**src/rtl/bin2bcd_pkg.sv**
```systemverilog
// bin2bcd_pkg: shared state encoding, add-3 constants and power-of-ten helper for bin2bcd_seq.
package bin2bcd_pkg;

    typedef enum logic [1:0] {IDLE, SHIFT, FINISH, OVF} state_e;

    localparam logic [3:0] ADD3_THRESH = 4'd5;
    localparam logic [3:0] ADD3_INC    = 4'd3;

    function automatic logic [63:0] pow10(input int n);
        logic [63:0] p;
        p = 64'd1;
        for (int i = 0; i < n; i++) p = p * 64'd10;
        return p;
    endfunction

endpackage

```
**src/rtl/bcd_add3.sv**
```systemverilog
// bcd_add3: double-dabble digit correction, adds 3 to a BCD digit of 5 or more.
module bcd_add3
    import bin2bcd_pkg::*;
(
    input  logic [3:0] din,
    output logic [3:0] dout
);

    always_comb dout = (din >= ADD3_THRESH) ? din + ADD3_INC : din;

endmodule

```
**src/rtl/bin2bcd_seq.sv**
```systemverilog
// bin2bcd_seq: sequential double-dabble binary-to-BCD converter, one bit per clock.
// BIN2BCD_AUTO_EN defined: free-running, BIN is re-converted whenever the FSM is idle.
module bin2bcd_seq
    import bin2bcd_pkg::*;
#(
    parameter int BIN_W  = 32,
    parameter int DIGITS = 8
) (
    input  logic                  CLK,
    input  logic                  RST,
    input  logic                  START,
    input  logic [BIN_W-1:0]      BIN,
    output logic                  BUSY,
    output logic                  DONE,
    output logic [4*DIGITS-1:0]   BCD,
    output logic                  OVERFLOW
);

    localparam int          CNT_W = $clog2(BIN_W + 1);
    localparam logic [63:0] LIMIT = pow10(DIGITS);
    localparam logic [4*DIGITS-1:0] ALL9 = {DIGITS{4'h9}};

    state_e              state_q, state_d;
    logic [BIN_W-1:0]    bin_sr_q, bin_sr_d;
    logic [4*DIGITS-1:0] bcd_sr_q, bcd_sr_d, bcd_adj;
    logic [CNT_W-1:0]    cnt_q, cnt_d;
    logic [4*DIGITS-1:0] bcd_q, bcd_d;
    logic                ovf_q, ovf_d;
    logic                done_q, done_d;
    logic                start_eff;

`ifdef BIN2BCD_AUTO_EN
    assign start_eff = 1'b1;
`else
    assign start_eff = START;
`endif

    for (genvar i = 0; i < DIGITS; i++) begin : g_add3
        bcd_add3 u_add3 (.din(bcd_sr_q[4*i +: 4]), .dout(bcd_adj[4*i +: 4]));
    end

    always_comb begin
        state_d  = state_q;
        bin_sr_d = bin_sr_q;
        bcd_sr_d = bcd_sr_q;
        cnt_d    = cnt_q;
        bcd_d    = bcd_q;
        ovf_d    = ovf_q;
        done_d   = 1'b0;
        case (state_q)
            IDLE: if (start_eff) begin
                bin_sr_d = BIN;
                bcd_sr_d = '0;
                cnt_d    = '0;
                state_d  = (64'(BIN) >= LIMIT) ? OVF : SHIFT;
            end
            SHIFT: begin
                {bcd_sr_d, bin_sr_d} = {bcd_adj, bin_sr_q} << 1;
                cnt_d   = cnt_q + CNT_W'(1);
                state_d = (cnt_q == CNT_W'(BIN_W - 1)) ? FINISH : SHIFT;
            end
            FINISH: begin
                bcd_d   = bcd_sr_q;
                ovf_d   = 1'b0;
                done_d  = 1'b1;
                state_d = IDLE;
            end
            OVF: begin
                bcd_d   = ALL9;
                ovf_d   = 1'b1;
                done_d  = 1'b1;
                state_d = IDLE;
            end
            default: state_d = IDLE;
        endcase
    end

    always_ff @(posedge CLK) begin
        if (RST) begin
            state_q  <= IDLE;
            bin_sr_q <= '0;
            bcd_sr_q <= '0;
            cnt_q    <= '0;
            bcd_q    <= '0;
            ovf_q    <= 1'b0;
            done_q   <= 1'b0;
        end else begin
            state_q  <= state_d;
            bin_sr_q <= bin_sr_d;
            bcd_sr_q <= bcd_sr_d;
            cnt_q    <= cnt_d;
            bcd_q    <= bcd_d;
            ovf_q    <= ovf_d;
            done_q   <= done_d;
        end
    end

    // The DONE cycle is already IDLE, so BUSY keeps it covered explicitly.
    assign BUSY     = (state_q != IDLE) | done_q;
    assign DONE     = done_q;
    assign BCD      = bcd_q;
    assign OVERFLOW = ovf_q;

endmodule

```
**config.mk**
```make
export PLATFORM = sky130hd
export DESIGN_NAME = bin2bcd_seq
export DESIGN_NICKNAME = d
export VERILOG_FILES = /design/src/rtl/bin2bcd_pkg.sv /design/src/rtl/bcd_add3.sv /design/src/rtl/bin2bcd_seq.sv
export SDC_FILE = /design/constraint.sdc
export NUM_CORES = 1
export LEC_CHECK = 0
export ABC_AREA = 1
export CAP_MARGIN = 30
export CORE_ASPECT_RATIO = 1.25
export CORE_UTILIZATION = 58
export CTS_CLUSTER_DIAMETER = 120
export CTS_CLUSTER_SIZE = 14
export DETAILED_ROUTE_END_ITERATION = 6
export PLACE_DENSITY = 0.84
export SYNTH_ARGS = -nofsm -noshare
export SYNTH_HDL_FRONTEND = slang
export SYNTH_SLANG_ARGS = --single-unit
```
**constraint.sdc**
```tcl
create_clock -name CLK -period 3.3 [get_ports CLK]
set_clock_uncertainty 0.1 [all_clocks]
set_input_delay 0.66 -clock CLK [delete_from_list [all_inputs] [get_ports CLK]]
set_output_delay 0.66 -clock CLK [all_outputs]
set_load 0.02 [all_outputs]
```
; ---- After elaboration in Yosys (flattened, before gate mapping)
; Index checks and enable logic that the tools add are counted.
[word_totals]
mem_bits_ro = 0
n_memories = 0
ramBits = 0
inputBits = 35
latch_bits = 0
word_cells = 58
regBits = 106
[classes]
n_mux = 21
div_mod_pow = 0
shift = 0
n_reduce_logical = 6
order_cmp = 9
mul = 0
n_addsub = 9
bitwise = 1
n_eq_ne = 5
[op_table]
columns = op, count
row1 = 32-bit one-hot mux with 2 select lines, 3
row2 = 32-bit two-way mux, 2
row3 = "32-bit by 27-bit >= comparator with 1-bit output, second input constant", 1
row4 = "4-bit by 3-bit >= comparator with 1-bit output, second input constant", 8
row5 = "4-bit by 2-bit adder with 4-bit output, second input constant", 7
row6 = 4-bit two-way mux, 7
row7 = 6-bit one-hot mux with 2 select lines, 1
row8 = "6-bit by 1-bit adder with 6-bit output, second input constant", 1
row9 = "6-bit by 5-bit equality test with 1-bit output, second input constant", 1
row10 = 2-bit two-way mux, 3
row11 = 6-bit two-way mux, 1
row12 = 2-bit one-hot mux with 3 select lines, 1
row13 = 2-bit nonzero test, 3
row14 = "2-bit equality test, second input constant", 2
row15 = "3-bit by 2-bit adder with 3-bit output, second input constant", 1
row16 = 3-bit two-way mux, 1
row17 = "2-bit by 1-bit equality test with 1-bit output, second input constant", 1
row18 = 2-bit logical NOT, 1
row19 = "2-bit inequality test, second input constant", 1
row20 = 1-bit one-hot mux with 2 select lines, 1
row21 = 2-bit AND reduction, 1
row22 = 2-bit OR reduction, 1
row23 = 1-bit two-way mux, 1
row24 = 1-bit OR, 1

; ---- Logic depth before layout (Yosys ltp)
; Gate-level depths: netlist of the first run.
[logic_depth]
depth_word = 4
mapped_depth = 10

; ---- By module
; A second synthesis of the first run with hierarchy kept.
[hier_totals]
cells_unflattened = 728
area_unflattened_um2 = 5223.8
[by_module_without_submodules]
columns = module, n_inst, cells_each, area_each_um2
row1 = bin2bcd_seq, 1, 544, 4142.7
row2 = bcd_add3, 8, 23, 135.1

; ---- Worst setup path before layout of the first run
; No wires, ideal clock.
[synth_timing]
path_type = reg2out
startpoint = register state_q[1]
endpoint = output BUSY
required_ps = 2540
path_slack_ps = 1801
t_arrival_ps = 739
path_stages_with_launch = 4
cell_sequence = dfxtp_1 -> buf_4 -> nor2_4 -> nand2_1
[synth_via]
elab_chain_cells = 2
[synth_lines]
columns = element, line
row1 = "start, declared", bin2bcd_seq.sv:23  ; state_e state_q, state_d;
row2 = "start signal, assigned", bin2bcd_seq.sv:88  ; state_q <= state_d;
row3 = 2-bit nonzero test, bin2bcd_seq.sv:99  ; assign BUSY = (state_q != IDLE) | done_q;
row4 = 1-bit OR, bin2bcd_seq.sv:99
row5 = "end, declared", bin2bcd_seq.sv:13  ; output logic BUSY,
; Every way passes these cells.

; ---- Worst setup path in the final report of the first run
; Ends and elaborated chain as after synthesis.

==> results of run 1 <==
registers in the layout, indices dropped and copies added (netlist names):
register  flops
state_q       2
bin_sr_q     32
cnt_q         6
bcd_sr_q     32
DONE          1
BCD          32
OVERFLOW      1
where the power goes:
part | switching (uW) | internal [uW] | leakage, uW | total, uW
Clock | 409 | 351 | 0.000101 | 760
Sequential | 37.8 | 1350 | 0.000862 | 1390
Combinational | 272 | 166 | 0.00119 | 437
layer usage:
layer  track usage, %  routed length, um
met5                0                  0
met4             11.1                205
met3             2.86                477
met2             46.7               5440
met1             30.3               4580
how the worst max path moves through the flow:
stage                        endpoint  cells after the start  slack (ns)
after floorplan                  BUSY                      3        1.80
after global placement    bin_sr_q[7]                      9         1.0
after detailed placement  bin_sr_q[7]                      9        0.97
after CTS                        BUSY                      4        0.81
after global routing             BUSY                      4        0.74
final                            BUSY                      4        0.82
logic make-up (layout without fill, tap and decap cells):
| kind of cell | count (synthesis) | in the layout | share of synthesized area, % |
|---|---|---|---|
| flip-flops | 106 | 106 | 43.8 |
| XOR/XNOR | 6 | 6 | 1.09 |
| AO/OA/AOI/OAI | 170 | 170 | 19.3 |
| adder cells (fa/ha/maj) | 17 | 17 | 4.39 |
| AND/OR/NAND/NOR | 263 | 263 | 22.5 |
| buffers and inverters | 96 | 154 | 8.84 |
worst max-delay path: stages (launching register included):
cell and delay (ns):
sky130_fd_sc_hd__dfxtp_1 0.35, sky130_fd_sc_hd__buf_4 0.26, sky130_fd_sc_hd__nor2_4 0.10, sky130_fd_sc_hd__nand2_1 0.07
sky130_fd_sc_hd__clkdlybuf4s50_1 0.59
cells in the mapped netlist:
cell type                    n
sky130_fd_sc_hd__nand2_1   176
sky130_fd_sc_hd__dfxtp_1   106
sky130_fd_sc_hd__a21oi_1    93
sky130_fd_sc_hd__inv_1      58
sky130_fd_sc_hd__o21ai_0    43
sky130_fd_sc_hd__nor2_1     38
sky130_fd_sc_hd__nand3_1    27
sky130_fd_sc_hd__ha_1       17
sky130_fd_sc_hd__a22oi_1    16
sky130_fd_sc_hd__clkbuf_1   14
sky130_fd_sc_hd__o211ai_1   11
sky130_fd_sc_hd__buf_2       9
sky130_fd_sc_hd__or2_2       8
sky130_fd_sc_hd__nand4_1     7
sky130_fd_sc_hd__buf_6       6
sky130_fd_sc_hd__xor2_1      6
sky130_fd_sc_hd__inv_2       4
sky130_fd_sc_hd__buf_4       3
sky130_fd_sc_hd__a31oi_1     2
sky130_fd_sc_hd__buf_1       2
sky130_fd_sc_hd__nor2_4      2
sky130_fd_sc_hd__nor3_1      2
sky130_fd_sc_hd__o221ai_1    2
sky130_fd_sc_hd__a21o_1      1
sky130_fd_sc_hd__nand2_2     1
sky130_fd_sc_hd__nand2_4     1
sky130_fd_sc_hd__nand3b_1    1
sky130_fd_sc_hd__o22ai_1     1
sky130_fd_sc_hd__o31ai_1     1
final cells by class:
cell class	count	area (sq um)
flip-flops and latches	106	2120
fillers	642	2230
inverters	62	233
well taps	95	119
clock buffers	13	179
clock inverters	2	10.0
repair buffers	77	746
multi-input cells	456	2290
metrics by stage:
stage	utilization [%]	hold WS (ns)	total power, uW	instance area [sq um]
after floorplan	-	0.339	1710	4840
after global placement	69.5	0.352	1840	5510
after detailed placement	69.5	0.358	1850	5510
after CTS	71.9	0.367	2590	5700
after global routing	71.9	0.386	2700	5700
final	71.9	0.366	2580	5700
==> run summary, run 1 <==
DETAILED ROUTING
----------------------------------------------------------------------------
Total wire length after detailed routing                            10700 um
Antenna-violating nets left                                                0
Drt pass-1 iters                                                           4
Vias per std cell                                                       5.60
Detailed-route wire length per cell                                  13.2 um
First-iteration detailed-routing DRC count                               278
Via total after detailed routing                                        4539
Remaining routing DRC violations                                           0

CLOCK TREE
----------------------------------------------------------------------------
Clock-pin transition on the worst setup and hold timing paths        0.09 ns
Clock net sink count                                                     106
CTS Hold Bufs                                                              0
CTS tree                                                                done
# Post-CTS Setup Buffers                                                   0
Cell at the root of the clock tree                              sky130_fd_sc_hd__clkbuf_8
CTS Buffer Depth                                                           2
Depth of the CTS H-tree                                                    3
Total clock buffers created by CTS                                         9
Worst-skew pair later-pin latency                                    0.37 ns
Gates resized, CTS repair                                                  0

SYNTHESIS
----------------------------------------------------------------------------
Number of warning messages in the yosys log                                0
Seq cells post-synth                                                     106
Cell area after technology mapping                                4840 sq um
Mapped Nets                                                              710
Synthesized area divided by synthesized cell count                7.36 sq um
Post-synthesis cell type with the largest combined area         sky130_fd_sc_hd__dfxtp_1
Cells after Synth                                                        658
Unique cell type count in the Yosys netlist                               29
Area share of the largest cell type after synthesis                    43.8%
Leading post-synthesis cells by cell area                       sky130_fd_sc_hd__dfxtp_1 (44%), sky130_fd_sc_hd__nand2_1 (14%), sky130_fd_sc_hd__a21oi_1 (9.6%)
Post-synthesis sequential area ratio                                   43.8%

PLACED DESIGN
----------------------------------------------------------------------------
Placement-stage worst setup slack                                   0.966 ns
GP Congestion                                                          0.825
PortBufs                                                                  69
Number of placed instances with taps included                            796
Hpwl dp                                                              7440 um

WORST SETUP PATH
----------------------------------------------------------------------------
Critical path data required time                                     2.54 ns
Startpoint types                                                   flip-flop
Worst setup path category                                         reg -> out
Data arrival time of the worst path                                  1.72 ns
Launch instance of the worst register-to-register path            state_q[1]
Type of element capturing the critical path                      output port
Maximum fanout along the worst path                                       19
Crit path launch                                                  state_q[1]
Depth of the most critical reg-to-reg path                                 8
Endpoint of the lowest-slack register-to-register path          bin_sr_q[11]
Reg-to-reg setup timing slack                                        1.00 ns

STA
----------------------------------------------------------------------------
Setup TNS                                                               0 ns
Worst setup slack after layout                                      0.815 ns
Max-slew violation total from the final report                             0
Final setup violation count                                                0
Slew headroom                                                          44.3%
Part of the cycle the worst path needs                                 75.3%
Slew at the pin closest to its max-slew limit                       0.835 ns
Final count of hold timing violations                                      0
RSZ-0062 raised after global routing                                      no
Max Freq                                                           0.402 GHz
Minimum clock period after layout                                    2.48 ns

FLOORPLAN
----------------------------------------------------------------------------
Initial cell density of the core                                       61.0%
Width of the die                                                     83.7 um
Die Y                                                                 104 um
Row cnt                                                                   36
Die Outline Area                                                  8720 sq um
I/O pin count                                                             70
Core region area                                                  7930 sq um

PWR
----------------------------------------------------------------------------
Leakage power summed over all cells                               0.00216 uW
Peak ir drop on the vdd network                                   0.000325 V
Power per standard cell area                                     453 nW/um^2

WORST HOLD PATH
----------------------------------------------------------------------------
Worst min-delay path class                                        reg -> reg
Worst hold stages                                                          2
WHS Endpoint                                                     bcd_sr_q[0]
Worst min-delay path startpoint                                 bin_sr_q[31]

FINISH
----------------------------------------------------------------------------
Net count of the finished layout                                         764
Leading cell type in the layout, fill and taps excluded         sky130_fd_sc_hd__nand2_1
Ratio of cells with drive above 1 in the final layout                  5.73%
Most frequent cells in the layout                               sky130_fd_sc_hd__nand2_1 (176), sky130_fd_sc_hd__dfxtp_1 (106), sky130_fd_sc_hd__a21oi_1 (93)
Ant. Diodes                                                                0
Layout Cells excl Fill                                                   811
Area growth from synthesis to layout                                   17.8%

GRT
----------------------------------------------------------------------------
Vias in the first global route                                          4253
First-pass GRT wire length                                          18700 um
Remaining Overflow, GRT                                                    0
Initial antenna violation count                                            0
Maximum number of pins on one net before global-route repair              74
GRT Resource Usage Total                                               25.7%

FLOW RUN
----------------------------------------------------------------------------
Number of violations of the max-capacitance limit                          0

STATUS
----------------------------------------------------------------------------
Status                                                          complete, no violations

Note: power is estimated with default switching activity, not from simulation.
==> inputs of run 2 (changes only) <==
--- a/config.mk
+++ b/config.mk
@@ -8,11 +8,11 @@
 export ABC_AREA = 1
 export CAP_MARGIN = 30
 export CORE_ASPECT_RATIO = 1.25
-export CORE_UTILIZATION = 58
+export CORE_UTILIZATION = 49
 export CTS_CLUSTER_DIAMETER = 120
 export CTS_CLUSTER_SIZE = 14
 export DETAILED_ROUTE_END_ITERATION = 6
-export PLACE_DENSITY = 0.84
+export PLACE_DENSITY = 0.76
 export SYNTH_ARGS = -nofsm -noshare
 export SYNTH_HDL_FRONTEND = slang
 export SYNTH_SLANG_ARGS = --single-unit
==> constraint.sdc (replaced) <==
create_clock -name CLK -period 2.28 [get_ports CLK]
set_clock_uncertainty 0.1 [all_clocks]
set_input_delay 0.456 -clock CLK [delete_from_list [all_inputs] [get_ports CLK]]
set_output_delay 0.456 -clock CLK [all_outputs]
set_load 0.02 [all_outputs]
==> run 2 against run 1 <==
- final area increased by 2.3%
- core utilization down 11 points
- hold slack got worse by 0.0027 ns
- first-iteration DRC count shrank 7.9%
- final cell count is 3.7% higher
==> run summary, run 2 (same netlist as run 1, synthesis figures left out) <==
FINISH
----------------------------------------------------------------------------
Most frequent cells in the layout                               sky130_fd_sc_hd__nand2_1 (176), sky130_fd_sc_hd__dfxtp_1 (106), sky130_fd_sc_hd__a21oi_1 (93)   unchanged
Area growth from synthesis to layout                                   20.6%   was 17.8%
Layout Cells excl Fill                                                   841   was 811
Leading cell type in the layout, fill and taps excluded         sky130_fd_sc_hd__nand2_1   unchanged
Ratio of cells with drive above 1 in the final layout                  5.45%   was 5.73%
Ant. Diodes                                                                0   unchanged
# fillers                                                                862   was 642
Net count of the finished layout                                         767   was 764

FLOORPLAN
----------------------------------------------------------------------------
Initial cell density of the core                                       50.4%   was 61.0%
I/O pin count                                                             70   unchanged
Row cnt                                                                   40   was 36
Die Outline Area                                                 10300 sq um   was 8720 sq um
Die Y                                                                 113 um   was 104 um
Width of the die                                                     90.9 um   was 83.7 um
Core region area                                                  9610 sq um   was 7930 sq um

DETAILED ROUTING
----------------------------------------------------------------------------
Vias per std cell                                                       5.31   was 5.60
Detailed-route wire length per cell                                  13.0 um   was 13.2 um
Total wire length after detailed routing                            10900 um   was 10700 um
Antenna-violating nets left                                                0   unchanged
Remaining routing DRC violations                                           0   unchanged
Drt pass-1 iters                                                           4   unchanged
Via total after detailed routing                                        4464   was 4539
First-iteration detailed-routing DRC count                               256   was 278

GRT
----------------------------------------------------------------------------
Maximum number of pins on one net before global-route repair              74   unchanged
Remaining Overflow, GRT                                                    0   unchanged
Initial antenna violation count                                            0   unchanged
Vias in the first global route                                          4354   was 4253
First-pass GRT wire length                                          19300 um   was 18700 um
GRT Resource Usage Total                                               22.9%   was 25.7%

PLACED DESIGN
----------------------------------------------------------------------------
Hpwl dp                                                              7540 um   was 7440 um
GP Congestion                                                          0.862   was 0.825
PortBufs                                                                  69   unchanged
Number of placed instances with taps included                            830   was 796

CLOCK TREE
----------------------------------------------------------------------------
Clock net sink count                                                     106   unchanged
Worst-skew pair later-pin latency                                    0.34 ns   was 0.37 ns
CTS Hold Bufs                                                              0   unchanged
Depth of the CTS H-tree                                                    3   unchanged
Clock-pin transition on the worst setup and hold timing paths        0.06 ns   was 0.09 ns
Gates resized, CTS repair                                                  0   unchanged
CTS Buffer Depth                                                           2   unchanged
CTS tree                                                                done   unchanged
# Post-CTS Setup Buffers                                                   0   unchanged
Total clock buffers created by CTS                                         9   unchanged
Cell at the root of the clock tree                              sky130_fd_sc_hd__clkbuf_16   was sky130_fd_sc_hd__clkbuf_8

WORST SETUP PATH
----------------------------------------------------------------------------
Crit path largest cell delay                                         0.59 ns   about the same
Worst path cell trace                                           nor2_4 > nand2_1 > clkdlybuf4s50_1   was buf_4 > nor2_4 > nand2_1 > clkdlybuf4s50_1
Maximum fanout along the worst path                                        5   was 19
Type of element capturing the critical path                      output port   unchanged
Critical path data required time                                     1.72 ns   was 2.54 ns
Depth of the most critical reg-to-reg path                                10   was 8
Slowest stage cell on the critical path                         sky130_fd_sc_hd__clkdlybuf4s50_1   unchanged
Startpoint types                                                   flip-flop   unchanged
Worst setup path category                                         reg -> out   unchanged
Data arrival time of the worst path                                  1.59 ns   was 1.72 ns

WORST HOLD PATH
----------------------------------------------------------------------------
Worst min-delay path class                                        reg -> reg   unchanged
Worst hold stages                                                          2   unchanged

STATUS
----------------------------------------------------------------------------
Status                                                          complete, no violations   unchanged

STA
----------------------------------------------------------------------------
Part of the cycle the worst path needs                                 94.0%
Max-slew violation total from the final report                             0   unchanged
Final count of hold timing violations                                      0   unchanged
Max Freq                                                           0.467 GHz
Setup TNS                                                               0 ns   unchanged
Final setup violation count                                                0   unchanged
Slew headroom                                                          49.6%   was 44.3%
Minimum clock period after layout                                    2.14 ns
Slew at the pin closest to its max-slew limit                       0.756 ns   was 0.835 ns
RSZ-0062 raised after global routing                                      no   unchanged

FLOW RUN
----------------------------------------------------------------------------
Number of violations of the max-capacitance limit                          0   unchanged

PWR
----------------------------------------------------------------------------
Power per standard cell area                                     683 nW/um^2   was 453 nW/um^2
Leakage power summed over all cells                               0.00219 uW   was 0.00216 uW
Peak ir drop on the vdd network                                   0.000390 V   was 0.000325 V

[run 2: changes by cell type in the layout (fill, tap and decap cells not counted)]
| cell | delta |
|---|---|
| sky130_fd_sc_hd__clkbuf_8 | -13 |
| sky130_fd_sc_hd__clkbuf_16 | +9 |
| sky130_fd_sc_hd__buf_12 | +2 |
| sky130_fd_sc_hd__clkinv_2 | -2 |
| sky130_fd_sc_hd__buf_4 | +1 |
| sky130_fd_sc_hd__clkbuf_1 | +1 |
| sky130_fd_sc_hd__clkinvlp_4 | +1 |
[run 2: layer usage]
layer,share of wire [%],vias to the layer above,global-route usage [%]
met5,0,-,0
met4,2.0,0,10.4
met3,4.5,19,3.70
met2,51,124,41.6
met1,43,2053,26.3
li1,-,2268,-
[run 2: area by class of cell]
cell class | count | area (sq um) | share of cell area, %
multi-input combinational | 456 | 2290 | 39.3
sequential | 106 | 2120 | 36.4
timing repair buffer | 80 | 793 | 13.6
inverter | 62 | 233 | 3.99
clock buffer | 10 | 229 | 3.92
tap | 126 | 158 | 2.70
clock inverter | 1 | 7.51 | 0.129
[run 2: per-stage QoR]
| stage | hold slack [ns] | util [%] | instance area [sq um] | setup slack, ns | power, uW |
|---|---|---|---|---|---|
| floorplan | 0.339 | - | 4840 | 0.801 | 2470 |
| global placement | 0.348 | 58.3 | 5600 | 0.268 | 2690 |
| detailed placement | 0.354 | 58.3 | 5600 | 0.226 | 2710 |
| CTS | 0.364 | 60.7 | 5830 | 0.128 | 4020 |
| global route | 0.384 | 60.7 | 5830 | 0.0455 | 4180 |
| finish | 0.364 | 60.7 | 5830 | 0.137 | 3990 |
[run 2: worst max-delay path, delay by kind of cell (launching register included)]
kind / cells / cell delay, ns
AND/OR/NAND/NOR: 2 / 0.17
buffers and inverters: 1 / 0.59
flip-flops: 1 / 0.48
[run 2: final timing paths]
kind	end	from	slack, ns
max	BUSY	state_q[0]	0.14
max reg2reg	bin_sr_q[30]	state_q[1]	0.44
min reg2reg	BCD[18]	BCD[18]	0.36
min	BCD[18]	BCD[18]	0.36
[run 2: power breakdown]
| group | leakage, uW | total, uW | switching [uW] | internal, uW |
|---|---|---|---|---|
| Combinational | 0.00122 | 659 | 401 | 258 |
| Sequential | 0.000862 | 2010 | 57.7 | 1950 |
| Clock | 0.000112 | 1320 | 607 | 710 |
